### config.mk
export PLATFORM = sky130hd
export DESIGN_NAME = conv_frame_sequencer
export DESIGN_NICKNAME = d
export VERILOG_FILES = /design/src/rtl/conv_frame_sequencer.sv
export SDC_FILE = /design/constraint.sdc
export NUM_CORES = 1
export LEC_CHECK = 0
export ABC_AREA = 1
export CELL_PAD_IN_SITES_DETAIL_PLACEMENT = 1
export CELL_PAD_IN_SITES_GLOBAL_PLACEMENT = 2
export CORE_MARGIN = 3
export CORE_UTILIZATION = 25
export CTS_CLUSTER_DIAMETER = 200
export DETAILED_ROUTE_END_ITERATION = 12
export GPL_TIMING_DRIVEN = 0
export PLACE_DENSITY = 0.69
export SLEW_MARGIN = 30
export SYNTH_ARGS = -nofsm -noshare
export SYNTH_HDL_FRONTEND = slang
export SYNTH_SLANG_ARGS = --single-unit
### constraint.sdc
create_clock -name clk -period 2.09 [get_ports clk]
set_input_delay 0.5225 -clock clk [delete_from_list [all_inputs] [get_ports clk]]
set_output_delay 0.5225 -clock clk [all_outputs]
set_load 0.01 [all_outputs]
### src/rtl/conv_frame_sequencer.sv
// rtl/conv_frame_sequencer.sv - raster-order frame sequencer for a KxK convolution datapath
//
// Accepts one frame of pixels in raster order, drives the line-buffer write
// controls, flags every complete KxK window at a stride position, delays that
// flag by the MAC latency to form output-buffer writes, and alternates between
// two output banks that the downstream layer releases.
//
// Ports:
//   clk, reset     clock, asynchronous active-high reset
//   start          one-cycle request to begin a frame
//   in_valid       input pixel present
//   in_ready       pixel accepted this cycle when in_valid is also high
//   bank_rel[1:0]  consumer pulse releasing output bank b (bit b)
//   lb_we          line-buffer write enable
//   lb_col         line-buffer column of the current pixel
//   lb_rot         rotate line-buffer rows (with the last pixel of a row)
//   win_valid      complete window present, MAC may start
//   out_we         output-buffer write enable
//   out_addr       output-buffer address, raster order
//   out_bank       bank currently being written
//   bank_full[1:0] bank holds an unconsumed frame
//   busy           sequencer not idle
//   frame_done     one-cycle pulse at frame completion
module conv_frame_sequencer #(
  parameter int IMG_W   = 28,
  parameter int IMG_H   = 28,
  parameter int K       = 3,
  parameter int STRIDE  = 1,
  parameter int MAC_LAT = 4,
  localparam int OUT_W  = (IMG_W - K) / STRIDE + 1,
  localparam int OUT_H  = (IMG_H - K) / STRIDE + 1,
  localparam int CW     = (IMG_W > 1) ? $clog2(IMG_W) : 1,
  localparam int RW     = (IMG_H > 1) ? $clog2(IMG_H) : 1,
  localparam int AW     = (OUT_W * OUT_H > 1) ? $clog2(OUT_W * OUT_H) : 1
) (
  input  logic          clk,
  input  logic          reset,
  input  logic          start,
  input  logic          in_valid,
  output logic          in_ready,
  input  logic [1:0]    bank_rel,
  output logic          lb_we,
  output logic [CW-1:0] lb_col,
  output logic          lb_rot,
  output logic          win_valid,
  output logic          out_we,
  output logic [AW-1:0] out_addr,
  output logic          out_bank,
  output logic [1:0]    bank_full,
  output logic          busy,
  output logic          frame_done
);

  localparam int SW = (STRIDE > 1) ? $clog2(STRIDE) : 1;

  localparam logic [CW-1:0] COL_LAST  = CW'(IMG_W - 1);
  localparam logic [CW-1:0] COL_WIN   = CW'(K - 1);
  localparam logic [RW-1:0] ROW_LAST  = RW'(IMG_H - 1);
  localparam logic [RW-1:0] ROW_WIN   = RW'(K - 1);
  localparam logic [SW-1:0] STR_LAST  = SW'(STRIDE - 1);
  localparam logic [AW-1:0] ADDR_LAST = AW'(OUT_W * OUT_H - 1);

  typedef enum logic [1:0] {IDLE, RUN, FLUSH, DONE} state_t;

  state_t             state;
  logic [CW-1:0]      col;
  logic [RW-1:0]      row;
  logic [SW-1:0]      hcnt;
  logic [SW-1:0]      vcnt;
  logic [MAC_LAT-1:0] dly;
  logic               wr_all;     // the last output address has been written
  logic               col_end;
  logic               frame_end;
  logic [1:0]         bank_full_nxt;

  assign lb_we     = in_valid & in_ready;
  assign lb_col    = col;
  assign col_end   = (col == COL_LAST);
  assign frame_end = col_end & (row == ROW_LAST);
  assign lb_rot    = lb_we & col_end;
  assign out_we    = dly[MAC_LAT-1];

  // Release first, then the completion set, so a same-cycle set wins.
  always_comb begin
    bank_full_nxt = bank_full & ~bank_rel;
    if (state == DONE) bank_full_nxt[out_bank] = 1'b1;
  end

  always_ff @(posedge clk or posedge reset) begin
    if (reset) begin
      state      <= IDLE;
      col        <= '0;
      row        <= '0;
      hcnt       <= '0;
      vcnt       <= '0;
      dly        <= '0;
      wr_all     <= 1'b0;
      win_valid  <= 1'b0;
      out_addr   <= '0;
      out_bank   <= 1'b0;
      bank_full  <= 2'b00;
      in_ready   <= 1'b0;
      busy       <= 1'b0;
      frame_done <= 1'b0;
    end else begin
      win_valid <= 1'b0;
      bank_full <= bank_full_nxt;

      // MAC latency model runs in every state so in-flight results drain.
      dly[0] <= win_valid;
      for (int i = 1; i < MAC_LAT; i++) dly[i] <= dly[i-1];

      if (out_we) begin
        if (out_addr == ADDR_LAST) wr_all <= 1'b1;
        else                       out_addr <= out_addr + 1'b1;
      end

      case (state)
        IDLE: begin
          if (start && !bank_full[out_bank]) begin
            state    <= RUN;
            in_ready <= 1'b1;
            busy     <= 1'b1;
            col      <= '0;
            row      <= '0;
            hcnt     <= '0;
            vcnt     <= '0;
            out_addr <= '0;
            wr_all   <= 1'b0;
          end
        end

        RUN: begin
          if (lb_we) begin
            win_valid <= (row >= ROW_WIN) && (col >= COL_WIN) &&
                         (hcnt == '0) && (vcnt == '0);
            if (col_end) begin
              col  <= '0;
              hcnt <= '0;
              if (frame_end) begin
                row      <= '0;
                vcnt     <= '0;
                state    <= FLUSH;
                in_ready <= 1'b0;
              end else begin
                row <= row + 1'b1;
                if (row >= ROW_WIN) vcnt <= (vcnt == STR_LAST) ? '0 : vcnt + 1'b1;
              end
            end else begin
              col <= col + 1'b1;
              if (col >= COL_WIN) hcnt <= (hcnt == STR_LAST) ? '0 : hcnt + 1'b1;
            end
          end
        end

        FLUSH: begin
          if (wr_all && !win_valid && (dly == '0)) begin
            state      <= DONE;
            frame_done <= 1'b1;
          end
        end

        DONE: begin
          state      <= IDLE;
          frame_done <= 1'b0;
          busy       <= 1'b0;
          out_bank   <= ~out_bank;
        end

        default: state <= IDLE;
      endcase
    end
  end

endmodule

## Word level (Yosys, flattened, before mapping)

Cells that the tools add are included.

- RAM bits: 0
- Latch bits: 0
- Bits in read-only memories: 0
- Output and inout port bits: 25
- Word-level logic and storage cells: 116
- Memories: 0
- Register bits: 36

- Reduce and logical (&&, ||, !) cells: 22
- Multipliers: 0
- Shift operators: 0
- Muxes and demuxes: 49
- Equal/unequal tests: 13
- Bitwise logic cells: 9
- Order comparisons: 4
- Div/mod/pow operators: 0
- $add $sub $neg: 5

Operators by type and width:

| cell | number |
|---|---|
| $mux 10 | 4 |
| $mux 5 | 6 |
| $mux 1 | 24 |
| $pmux 5 s2 | 2 |
| $reduce_and 5->1 | 3 |
| $mux 2 | 6 |
| $add 10x1->10 const B | 1 |
| $add 5x1->5 const B | 2 |
| $eq 10x10->1 const B | 1 |
| $eq 5x5->1 const B | 2 |
| $ge 5x2->1 const B | 2 |
| $ne 2x2->1 const B | 5 |
| $pmux 1 s2 | 5 |
| $pmux 2 s4 | 1 |
| $reduce_and 4->1 | 2 |
| $logic_and 1x1->1 | 7 |
| $ne 3x3->1 const B | 2 |
| $reduce_bool 2->1 | 3 |
| $eq 2x2->1 const B | 2 |
| $logic_not 4->1 | 1 |
| $reduce_and 2->1 | 2 |
| $and 1x1->1 | 3 |
| $not 1->1 | 3 |
| $reduce_and 3->1 | 1 |
| other kinds (10) | 12 |

## Logic depth before layout (Yosys ltp)

- Depth in word-level cells: 7
- Gate-level depth with buffers: 9

## Least setup slack after synthesis

No wires, ideal clock.

- Path type: register to output
- From: register col[1], in the netlist lb_col[1]
- To: output port lb_rot
- Arrival: 1.037 ns
- Cell stages (with the launch flop): 4
- Slack: 0.530 ns
- Cell sequence: dfrtp_1 -> ha_1 -> nand4_2 -> nor2_1

- Cells in the longest elaborated chain, start to end: 2

RTL lines:

| element | line | source |
|---|---|---|
| start, declared | 66 | `logic [CW-1:0] col;` |
| start signal, assigned | 150 | `col <= col + 1'b1;` |
| $eq 5x5->1 | 78 | `assign col_end = (col == COL_LAST);` |
| $and 1x1->1 | 80 | `assign lb_rot = lb_we & col_end;` |
| end, declared | 44 | `output logic lb_rot,` |

Every way passes these cells.

## Worst setup path in the final report

Ends and elaborated chain as after synthesis.

==> run summary <==
Hold WC Path Type = flop to flop
Final Max Slew Viols = 0
Leak Pwr = 1.19 nW
Post-Syn Area = 1970 sq um
io pins = 31
post-synthesis cell type count = 31
Critical Path AT = 1.47 ns
pre-CTS setup slack = -0.160 ns
clk buf depth = 2
Final Cell Area = 2510 sq um
Buffers & Inverters on Critical Path = 1
EDFF count, synth = 0
drt drc = 0
crit path max-delay cell type = dfrtp_2
TritonCTS clock tree = built
share of cells above drive strength 1 = 12.9%
Fmax = 0.503 GHz
Die Span Y = 94.8 microns
Vias = 1711
TritonCTS Buffers = 5
Fill cells = 911
die footprint = 8980 sq um
CTS HTree Levels = 2
core area = 7450 sq um
clock sink total = 34
initial core utilization = 26.5%
Tightest Pin Transition = 0.316 ns
max-cap viol count = 0
Syn Nets = 263
clk_skew = 0.00438 ns
WP data required = 1.57 ns
CP Launch Type = flop
Vias/cell = 4.43
num rows = 31
Final period util = 95.1%
Fin. Hold Viols = 0
clock slew at reported path FFs = 0.07 ns
DR WL/cell = 13.2 microns
largest net degree at the start of global routing = 27
Inst Count DP = 377
RSZ-0062 raised after global routing = no
critical path class = flop to primary output
pwr dens = 1000 nW/um^2
fin crit period = 1.99 ns
CP Capture Type = primary output
worst skew pair latency = 0.29 ns
Slew Limit Headroom = 78.7%
#FFs+latches synth = 34
crit-path max FO = 5
Syn Inst Count = 247
fin cells = 386
post-detail-place hpwl = 3840 microns
Final GP Congestion = 0.733
critical-path cell list = ha_2, nand4_2, nor2_1, dlygate4sd2_1
total gr overflow = 0
Placed Area = 2410 sq um
final wirelength = 5110 microns
Worst path max stage delay = 0.38 ns
Total Nets Final = 303
initial antenna violation count = 0
Die Span X = 94.8 microns
outcome = complete, no violations
post-synthesis sequential area ratio = 43.2%
IO Port Bufs = 30
Ant. Diodes = 0
Starting DRT DRC Count = 53
Finish-stage setup viols = 0
setup TNS = 0 ns
area added between synthesis and finish = 27.2%
Crit path max-delay family = flip-flops
IR drop worst, VDD = 0.276 mV
Syn Area/Cell = 7.98 sq um
Final WS setup = 0.102 ns
Final Power = 2.51 mW
ys flop type = dfrtp_1
first-pass GRT wire length = 8890 microns
vias in the first global route = 1786
Pre-antenna DRT Iters = 4
worst hold slack = 0.378 ns
Routed Antenna Nets = 0
ys async rst share = 100%
Final Core Density = 33.7%
Root Driver = clkbuf_8
Ys Warns = 0
Total GRT Usage = 12.8%
## where the power goes
group / switching [mW] / leakage (nW) / internal [mW]
Sequential: 0.120 / 0.458 / 0.780
Clock: 0.243 / 0.0383 / 0.230
Combinational: 0.683 / 0.689 / 0.458
## cell usage in the layout, fill, tap and decap left out, types with 3 or more instances in the layout
cell             count
a21oi_1              7
nor3_1               6
or2_2                3
clkbuf_8             5
nand2_1             59
nand4_1              7
inv_2                5
xor2_1               7
buf_4                3
o21ai_1              7
buf_2                3
ha_1                 9
clkdlybuf4s50_1     28
nand3_1             20
nand2_2              3
dfrtp_1             33
inv_1               28
nor2_1              28
## worst register-to-register path, stage by stage, from the launching register on
cell and delay [ns]:
dfrtp_1 0.42, inv_1 0.12, ha_1 0.35, nand4_4 0.23
o21ai_4 0.16, nand2_4 0.12, nand2_1 0.08, o21ai_1 0.06
## kinds of logic (layout without fill, tap and decap cells)
kind of cell | count (synthesis) | after routing | share of synthesized area [%]
compound gates | 22 | 22 | 6.79
fa+ha+maj | 10 | 10 | 6.35
buf+inv | 38 | 78 | 7.68
xor+xnor | 7 | 7 | 3.11
flops | 34 | 34 | 43.2
simple gates | 136 | 136 | 32.9
## synthesized netlist by cell type (2+ instances only)
cell | instances | area, sq um
nand2_4 | 2 | 22.5
nand3_1 | 20 | 100
or2_2 | 3 | 18.8
xor2_1 | 7 | 61.3
o21ai_0 | 2 | 10.0
inv_2 | 4 | 15.0
nand4_1 | 7 | 43.8
dfrtp_1 | 34 | 851
a21oi_1 | 7 | 35.0
inv_1 | 29 | 109
o22ai_1 | 2 | 12.5
ha_1 | 10 | 125
nor3_2 | 2 | 20.0
nor3_1 | 6 | 30.0
nand2_1 | 59 | 221
o21ai_1 | 7 | 35.0
buf_2 | 3 | 15.0
nor2_1 | 28 | 105
nand2_2 | 3 | 18.8
## layer usage
layer / wire length, microns / GRT usage (%) / share of wire, %
met4: 71 / 4.33 / 1.4
met1: 2490 / 16.8 / 49
met3: 166 / 2.79 / 3.3
met5: 0 / 0 / 0
met2: 2380 / 20.9 / 47
## timing repair
action | CTS | global route
hold buffers | 0 | 0
endpoints found under the setup margin | 2 | 0
gates resized for setup | 4 | 0
buffers inserted | 2 | 0
## state kept, by name (all words and copies together) (netlist names)
| signal | cells |
|---|---|
| out_addr | 10 |
| lb_col | 5 |
| row | 5 |
| dly | 4 |
| bank_full | 2 |
| state | 2 |
| busy | 1 |
| frame_done | 1 |
| in_ready | 1 |
| out_bank | 1 |
| win_valid | 1 |
| wr_all | 1 |
## path summary, 6_finish.rpt
kind                           start          end  slack [ns]  cells past startpoint
setup / recovery           lb_col[1]       lb_rot        0.10                      4
hold / removal                dly[0]       dly[1]        0.38                      0
setup reg to reg            state[0]    lb_col[1]        0.44                      7
hold reg to reg               dly[0]       dly[1]        0.38                      0
max in group asynchronous      reset    lb_col[1]        1.18                      3
min in group asynchronous      reset  out_addr[8]        0.48                      2
## final cells by class
class	count	area, sq um	share of cell area [%]
Timing Repair Buffer	33	333	13.3
Buffer	4	22.5	0.898
Multi-Input combinational cell	175	971	38.7
Tap cell	99	124	4.94
Sequential cell	34	852	34.0
Inverter	34	129	5.14
Clock buffer	7	76.3	3.04
Power figures use the tool's default switching activity.
